--- config.mk ---
export PLATFORM = sky130hd
export DESIGN_NAME = axi_lite_uart_regs
export DESIGN_NICKNAME = d
export VERILOG_FILES = /design/src/rtl/axi_lite_uart_regs.sv
export SDC_FILE = /design/constraint.sdc
export NUM_CORES = 1
export LEC_CHECK = 0
export CORE_MARGIN = 1
export CORE_UTILIZATION = 47
export CTS_CLUSTER_DIAMETER = 30
export CTS_CLUSTER_SIZE = 28
export DETAILED_ROUTE_END_ITERATION = 12
export PLACE_DENSITY = 0.88
export SLEW_MARGIN = 20
export SYNTH_ARGS = -nofsm -noshare
export SYNTH_HDL_FRONTEND = slang
export SYNTH_SLANG_ARGS = --single-unit
export TNS_END_PERCENT = 30
--- constraint.sdc ---
create_clock -name clk -period 3.6 [get_ports clk]
set_input_delay 0.9 -clock clk [delete_from_list [all_inputs] [get_ports clk]]
set_output_delay 0.9 -clock clk [all_outputs]
set_load 0.02 [all_outputs]
--- src/rtl/axi_lite_uart_regs.sv ---
// ---------------------------------------------------------------------------
// axi_lite_uart_regs
//
// AXI4-Lite write-only responder that holds the UART transmitter's control
// state. AW and W are accepted independently and in either order. A write
// commits on the edge where both channels are available, and it is then
// answered on B. The B response waits for s_bready for as long as needed.
//
// Register map (byte address, word aligned, addr[1:0] ignored):
//   0x00 CTRL     [1:0] parity_sel, [2] tx_en, [4:3] irq enables (RW)
//   0x04 TX_DATA  byte 0, write-only, launches a transmit
//   0x08 BAUD_DIV [15:0] RW
//   0x20 STATUS   [0] tx_done, [1] rx_overrun, sticky, write-1-to-clear
//
// Ports:
//   clk, rst                        clock, asynchronous active-high reset
//   s_aw*, s_w*, s_b*               AXI4-Lite write channels
//   tx_busy, tx_done_evt,
//   rx_overrun_evt                  status inputs from the UART
//   parity_sel, tx_en, baud_div     control outputs to the transmitter
//   tx_data, tx_start               byte to send and its one-cycle launch
//   status, irq                     sticky status and registered interrupt
//
// Handshake: a channel transfers on the rising edge where valid and ready
// are both 1. The master keeps valid and payload stable until then. Each
// ready depends only on registered state, never on the matching valid.
// ---------------------------------------------------------------------------
module axi_lite_uart_regs #(
    parameter int          ADDR_W   = 32,
    parameter logic [15:0] BAUD_RST = 16'd434
) (
    input  logic              clk,
    input  logic              rst,
    input  logic [ADDR_W-1:0] s_awaddr,
    input  logic              s_awvalid,
    output logic              s_awready,
    input  logic [31:0]       s_wdata,
    input  logic [3:0]        s_wstrb,
    input  logic              s_wvalid,
    output logic              s_wready,
    output logic [1:0]        s_bresp,
    output logic              s_bvalid,
    input  logic              s_bready,
    input  logic              tx_busy,
    input  logic              tx_done_evt,
    input  logic              rx_overrun_evt,
    output logic [1:0]        parity_sel,
    output logic              tx_en,
    output logic [15:0]       baud_div,
    output logic [7:0]        tx_data,
    output logic              tx_start,
    output logic [1:0]        status,
    output logic              irq
);

    localparam logic [0:0] ST_IDLE = 1'b0;
    localparam logic [0:0] ST_RESP = 1'b1;

    localparam int WA_W = ADDR_W - 2;
    localparam logic [WA_W-1:0] WA_CTRL   = WA_W'(0);
    localparam logic [WA_W-1:0] WA_TXDATA = WA_W'(1);
    localparam logic [WA_W-1:0] WA_BAUD   = WA_W'(2);
    localparam logic [WA_W-1:0] WA_STATUS = WA_W'(8);

    localparam logic [1:0] RESP_OKAY   = 2'b00;
    localparam logic [1:0] RESP_SLVERR = 2'b10;

    logic [0:0]      state_q, state_d;
    logic            aw_held_q, aw_held_d;
    logic            w_held_q, w_held_d;
    logic [WA_W-1:0] addr_q, addr_d;
    logic [15:0]     wdata_q, wdata_d;     // only the low 16 bits map to state
    logic [1:0]      wstrb_q, wstrb_d;
    logic [4:0]      ctrl_q, ctrl_d;
    logic [15:0]     baud_q, baud_d;
    logic [7:0]      tx_data_q, tx_data_d;
    logic            tx_start_q, tx_start_d;
    logic [1:0]      status_q, status_d;
    logic            irq_q, irq_d;
    logic [1:0]      bresp_q, bresp_d;
    // Held low through reset so neither channel looks ready while rst is high.
    logic            rdy_en_q, rdy_en_d;

    logic            aw_hs, w_hs, commit;
    logic [WA_W-1:0] c_addr;
    logic [15:0]     c_data;
    logic [1:0]      c_strb;

    logic unused_bits;
    assign unused_bits = ^{s_awaddr[1:0], s_wdata[31:16], s_wstrb[3:2]};

    assign s_awready = rdy_en_q & (state_q == ST_IDLE) & ~aw_held_q;
    assign s_wready  = rdy_en_q & (state_q == ST_IDLE) & ~w_held_q;
    assign s_bvalid  = (state_q == ST_RESP);
    assign s_bresp   = bresp_q;

    assign parity_sel = ctrl_q[1:0];
    assign tx_en      = ctrl_q[2];
    assign baud_div   = baud_q;
    assign tx_data    = tx_data_q;
    assign tx_start   = tx_start_q;
    assign status     = status_q;
    assign irq        = irq_q;

    always_comb begin
        aw_hs  = s_awvalid & s_awready;
        w_hs   = s_wvalid & s_wready;
        // A channel is available if held from an earlier edge or handshaking now.
        c_addr = aw_held_q ? addr_q : s_awaddr[ADDR_W-1:2];
        c_data = w_held_q ? wdata_q : s_wdata[15:0];
        c_strb = w_held_q ? wstrb_q : s_wstrb[1:0];
        commit = (state_q == ST_IDLE) & (aw_held_q | aw_hs) & (w_held_q | w_hs);

        state_d    = state_q;
        aw_held_d  = aw_held_q;
        w_held_d   = w_held_q;
        addr_d     = addr_q;
        wdata_d    = wdata_q;
        wstrb_d    = wstrb_q;
        ctrl_d     = ctrl_q;
        baud_d     = baud_q;
        tx_data_d  = tx_data_q;
        tx_start_d = 1'b0;
        status_d   = status_q;
        bresp_d    = bresp_q;
        rdy_en_d   = 1'b1;

        if (aw_hs) begin
            aw_held_d = 1'b1;
            addr_d    = s_awaddr[ADDR_W-1:2];
        end
        if (w_hs) begin
            w_held_d = 1'b1;
            wdata_d  = s_wdata[15:0];
            wstrb_d  = s_wstrb[1:0];
        end

        if (commit) begin
            aw_held_d = 1'b0;
            w_held_d  = 1'b0;
            state_d   = ST_RESP;
            bresp_d   = RESP_OKAY;
            case (c_addr)
                WA_CTRL: begin
                    if (c_strb[0]) ctrl_d = c_data[4:0];
                end
                WA_TXDATA: begin
                    // Without byte 0 there is nothing to send: silently OKAY.
                    if (c_strb[0]) begin
                        if (tx_busy || !ctrl_q[2]) begin
                            bresp_d = RESP_SLVERR;
                        end else begin
                            tx_data_d  = c_data[7:0];
                            tx_start_d = 1'b1;
                        end
                    end
                end
                WA_BAUD: begin
                    if (c_strb[0]) baud_d[7:0]  = c_data[7:0];
                    if (c_strb[1]) baud_d[15:8] = c_data[15:8];
                end
                WA_STATUS: begin
                    if (c_strb[0]) status_d = status_q & ~c_data[1:0];
                end
                default: bresp_d = RESP_SLVERR;
            endcase
        end

        if (state_q == ST_RESP && s_bready) state_d = ST_IDLE;

        // Event set is applied after any clear so a same-cycle event survives.
        status_d = status_d | {rx_overrun_evt, tx_done_evt};
        irq_d    = |(status_q & ctrl_q[4:3]);
    end

    always_ff @(posedge clk or posedge rst) begin
        if (rst) begin
            state_q    <= ST_IDLE;
            aw_held_q  <= 1'b0;
            w_held_q   <= 1'b0;
            addr_q     <= '0;
            wdata_q    <= '0;
            wstrb_q    <= '0;
            ctrl_q     <= '0;
            baud_q     <= BAUD_RST;
            tx_data_q  <= '0;
            tx_start_q <= 1'b0;
            status_q   <= '0;
            irq_q      <= 1'b0;
            bresp_q    <= RESP_OKAY;
            rdy_en_q   <= 1'b0;
        end else begin
            state_q    <= state_d;
            aw_held_q  <= aw_held_d;
            w_held_q   <= w_held_d;
            addr_q     <= addr_d;
            wdata_q    <= wdata_d;
            wstrb_q    <= wstrb_d;
            ctrl_q     <= ctrl_d;
            baud_q     <= baud_d;
            tx_data_q  <= tx_data_d;
            tx_start_q <= tx_start_d;
            status_q   <= status_d;
            irq_q      <= irq_d;
            bresp_q    <= bresp_d;
            rdy_en_q   <= rdy_en_d;
        end
    end

endmodule

* Yosys cells after proc, flatten, opt, wreduce, memory -nomap -nowiden
Cells that the tools add are included.
** Storage, ports and cells
- Register bits :: 87
- Input bits :: 76
- Output and inout port bits :: 36
- Logic and storage cells :: 67
** Operators by class
- Equality and inequality tests :: 3
- Multiplexer cells :: 19
- Bitwise gates (word level) :: 17
- Reductions and logical operators :: 13
** Operator list (count)
- 30-bit by 1-bit equality test with 1-bit output, second input constant :: 1
- 30-bit by 2-bit equality test with 1-bit output, second input constant :: 1
- 30-bit by 4-bit equality test with 1-bit output, second input constant :: 1
- 30-bit zero test :: 1
- 30-bit 2-to-1 mux :: 1
- 16-bit 2-to-1 mux :: 1
- 2-bit 2-to-1 mux :: 6
- 1-bit 2-to-1 mux :: 10
- 3-bit AND reduction :: 3
- 1-bit bitwise AND :: 7
- 2-bit nonzero test :: 3
- 2-bit bitwise AND :: 2
- 1-bit inverter :: 4
- 2-bit case mux with 2 select lines :: 1
- 4-bit AND reduction :: 1
- 3-bit OR reduction :: 1
- 2-bit inverter :: 1
- 1-bit OR :: 2
- 2-bit OR :: 1
- 2-bit OR reduction :: 1
- 1-bit logical AND :: 1
- 1-bit zero test :: 1
- 1-bit logical OR :: 1

* Depth between registers and ports, before layout
- Depth in word-level cells :: 9
- Gate-level depth with buffers :: 8
- Mapped depth without buffers :: 5

* Worst setup path before layout
OpenSTA, ideal clock, no wires.
- Kind :: input to register
- Start point :: input port s_awaddr[21]
- End point :: register baud_q[0] (netlist: baud_div[0])
- Library setup time :: 125 ps
- Arrival time :: 2301 ps
- Data required time :: 3475 ps
- Slack :: 1175 ps
- Stages :: 5
- Buffers on the path :: 0
- Path through :: nor4_1 -> nand3_1 -> a2111oi_2 -> nand3b_2 -> mux2_2
** On the way
- Word-level cells in the longest chain between the ends :: 3
** RTL lines
- start, declared :: RTL line 34 : input logic [ADDR_W-1:0] s_awaddr,
- 30-bit 2-to-1 mux :: RTL line 109 : c_addr = aw_held_q ? addr_q : s_awaddr[ADDR_W-1:2];
- 30-bit by 2-bit equality test with 1-bit output :: RTL line 143 : case (c_addr)
- 3-bit AND reduction (no source line)
- end signal, assigned :: RTL line 200 : baud_q <= baud_d;
- end, declared :: RTL line 75 : logic [15:0] baud_q, baud_d;
No other way between the ends.
A chain may end at the register's enable or synchronous reset.

* Worst setup path in the final report
Ends and elaborated chain as after synthesis.

==> impl_metrics.yaml <==
global_routing:
  grt_first_pass_wirelength_mm: 13.3
  overall_routing_resource_usage: 0.202
  grt_overflow: 0
  grt_pass1_vias: 2830
  number_of_antenna_violations_at_the_first_check_in_global_routing: 0
  largest_net_degree_at_the_start_of_global_routing: 46
route:
  avgViaCountPerCell: 5.41
  detail-route-antenna-nets: 0
  drt-wirelength-per-cell_microns: 16.3
  drtPass1Iterations: 4
  drt_first_iter_violations: 111
  detailroute.via_count: 2607
  wirelength_mm: 7.85
  detail_route.drc_violations: 0
setup_path:
  crit-reg2reg-capture: "baud_div[9]"
  worstSetupStartpointType: "primary input"
  critPathMaxFanout: 8
  type_of_the_setup_path_with_the_least_slack: "primary input to flop"
  setup.reg_to_reg.worst_slack_ps: 960
  crit_path_end_kind: "flop"
  worstRegToRegCells: 5
  worst_path_required_ps: 3830
  worst_r2r_startpoint: "aw_held_q"
  critPathArrivalTime_ps: 3120
timing:
  report.final.slew_viol_count: 0
  setup_viol_count_final: 0
  fin_tns_setup_ps: 0
  timing.final.crit_period_ps: 2890
  tightest_slew_ps: 782
  grt_setup_unrepaired: "no"
  worst_slew_margin_rel: 0.478
  finalClockSkew_ps: 8.29
  fmax_mhz: 346
  min_period_over_period: 0.802
  timing_hold_violations_final: 0
clock_network:
  tritoncts: "built"
  cts_hold_repair.buffers: 0
  clk_latency_ps: 340
  clock_tree.htree_level_count: 3
  clk_transition_reported_paths_ps: 80
  post_cts.repair.setup_buffers: 0
  numClockSinks: 86
  ctsLongestPathBuffers: 2
  clockRootBuffer: "sky130_fd_sc_hd__clkbuf_8"
  numCtsBuffers: 9
  post_cts.resized_instances: 0
floorplan:
  effective_utilization_at_floorplan: 0.489
  die_width_microns: 92.1
  placeableCoreArea_sq_um: 7810
  io_pins: 112
  dieArea_sq_um: 8480
  chipHeight_microns: 92.1
  placement_rows: 32
finish:
  layout.cells.most_common: "sky130_fd_sc_hd__mux2_2"
  drive_gt1_frac: 0.318
  areaGrowthSynthToFinish_pct: 31.9
  highest_count_cells_in_the_layout_ignoring_fill_and_taps: "92 x sky130_fd_sc_hd__mux2_2, 90 x sky130_fd_sc_hd__clkdlybuf4s50_1, 81 x sky130_fd_sc_hd__dfrtp_1"
  nets: 451
  fill_cells: 607
  finalNonFillerCells: 482
  count_of_inserted_antenna_diode_cells: 0
power:
  peakVddDrop_mv: 0.276
  cellLeakagePower_nw: 2.15
  power_density_nw_per_um2: 600
  register_share_of_total_power: 0.487
  combPwrFrac: 0.273
  clkPwrFrac: 0.241
  internal_power_mw: 2.16
  p_switching_mw: 0.864
  post-layout-total-power_mw: 3.02
  power.share.switching: 0.286
worst_hold_path:
  hold_path_startpoint: "addr_q[23]"
  worstHoldPathType: "flop to flop"
  whs_endpoint: "addr_q[23]"
  timing.hold.worst_path_depth: 1
placed_design:
  place_inst: 466
  io_buffer_count: 90
  globalplace.congestion: 0.825
  place.detailed.hpwl_mm: 5.69
run:
  cap_viol_max_count: 0
synthesis:
  post-synth-top-area-cell: "sky130_fd_sc_hd__dfrtp_1"
  sequential_element_share_of_the_synthesized_area: 0.566
  synth_ff_type: "sky130_fd_sc_hd__dfrtp_1"
  synth_largest_type_area_fraction: 0.531
  syn_nets: 359
  yosys_register_bits: 86
  synthTopCellsByArea: "sky130_fd_sc_hd__dfrtp_1 53%, sky130_fd_sc_hd__mux2_2 27%, sky130_fd_sc_hd__dfstp_2 3.4%, sky130_fd_sc_hd__nor2_1 1.7%, sky130_fd_sc_hd__nor3_1 1.4%"
  number_of_enable_type_register_cells_in_the_synthesized_netlist: 0
  ys_warn_count: 0
  synthesis.area_sq_um: 3820
  synth.lib_cells_used.distinct: 37
  async_reset_ff_frac: 1.00
  synthesis.instances: 283
  synthesis.area_per_instance_sq_um: 13.5
run_status:
  run_status: "complete, no violations"
## layer usage
metal  up-vias  global-route usage  routed length, microns
met5         -                   0                       0
met4         0              0.0872                     146
met3        14              0.0605                     430
met2        74               0.322                    3860
met1      1310               0.257                    3410
li1       1209                   -                       -
## how the worst max path moves through the flow
stage / from / to / slack [ps] / cells after the start
2_1_floorplan: rst / addr_q[0] / 490 / 1
3_3_place_gp: s_awaddr[21] / baud_div[3] / 430 / 6
3_5_place_dp: s_awaddr[21] / baud_div[0] / 350 / 6
4_1_cts: s_awaddr[21] / baud_div[0] / 720 / 6
5_1_grt: s_awaddr[21] / baud_div[6] / 560 / 6
6_report: s_awaddr[21] / baud_div[0] / 710 / 6
## power by group through the flow
stage               combinational [mW]  clock [mW]  sequential [mW]
finish                           0.824       0.728             1.47
global route                     0.905       0.797             1.52
CTS                              0.836       0.748             1.47
detailed placement               0.835           0             1.49
global placement                 0.799           0             1.46
floorplan                        0.660           0             1.40
## cell usage after synthesis, types with 2 or more instances
cell                        n
sky130_fd_sc_hd__a21oi_1    2
sky130_fd_sc_hd__a22o_1     2
sky130_fd_sc_hd__a22oi_1    2
sky130_fd_sc_hd__a32oi_1    2
sky130_fd_sc_hd__a41oi_1    2
sky130_fd_sc_hd__and2_1     2
sky130_fd_sc_hd__buf_1      2
sky130_fd_sc_hd__buf_2      4
sky130_fd_sc_hd__buf_4      4
sky130_fd_sc_hd__clkbuf_1   3
sky130_fd_sc_hd__conb_1     2
sky130_fd_sc_hd__dfrtp_1   81
sky130_fd_sc_hd__dfstp_2    5
sky130_fd_sc_hd__inv_1      8
sky130_fd_sc_hd__mux2_2    92
sky130_fd_sc_hd__nand2_1    6
sky130_fd_sc_hd__nand2b_1   3
sky130_fd_sc_hd__nand3_1    5
sky130_fd_sc_hd__nor2_1    17
sky130_fd_sc_hd__nor3_1    11
sky130_fd_sc_hd__nor4_1     5
sky130_fd_sc_hd__nor4b_1    3
sky130_fd_sc_hd__o21ai_0    3
sky130_fd_sc_hd__o22a_1     3
sky130_fd_sc_hd__o22ai_1    2
## cells by family after synthesis
logic type      synth area share
mux                        0.274
flops                      0.566
simple gates              0.0833
compound gates            0.0492
buf+inv                   0.0259
other cells              0.00197
## critical path: stages
cell and delay, ps:
sky130_fd_sc_hd__clkdlybuf4s50_1 430, sky130_fd_sc_hd__nor4_1 350, sky130_fd_sc_hd__nand3_1 180, sky130_fd_sc_hd__a2111oi_2 530, sky130_fd_sc_hd__nand3b_2 360, sky130_fd_sc_hd__mux2_2 370
## through the flow
| stage | setup slack [ps] | area (sq um) | hold WS, ps | utilization |
|---|---|---|---|---|
| 5_1_grt | 562 | 5030 | 526 | 0.645 |
| 3_3_place_gp | 435 | 4820 | 481 | 0.617 |
| 4_1_cts | 720 | 5030 | 506 | 0.645 |
| 3_5_place_dp | 350 | 4820 | 488 | 0.617 |
| 2_1_floorplan | 486 | 3820 | 457 | - |
| 6_report | 711 | 5030 | 504 | 0.645 |
## sequential cells by signal (all words and copies together), names as in the netlist
register	flops
aw_held_q	1
s_bvalid	1
wdata_q	16
addr_q	30
ctrl_q	5
tx_data	8
rdy_en_q	1
wstrb_q	2
s_bresp	1
tx_start	1
irq	1
status	2
baud_div	16
w_held_q	1
## area by class of cell
cell class / instances / area [sq um] / share of cell area
flip-flops and latches: 86 / 2160 / 0.429
multi-input cells: 176 / 1560 / 0.310
repair buffers: 94 / 943 / 0.187
clock buffers: 12 / 145 / 0.0288
well taps: 102 / 128 / 0.0253
clock inverters: 4 / 70.1 / 0.0139
inverters: 8 / 31.3 / 0.00621
Note: power is estimated with default switching activity, not from simulation.
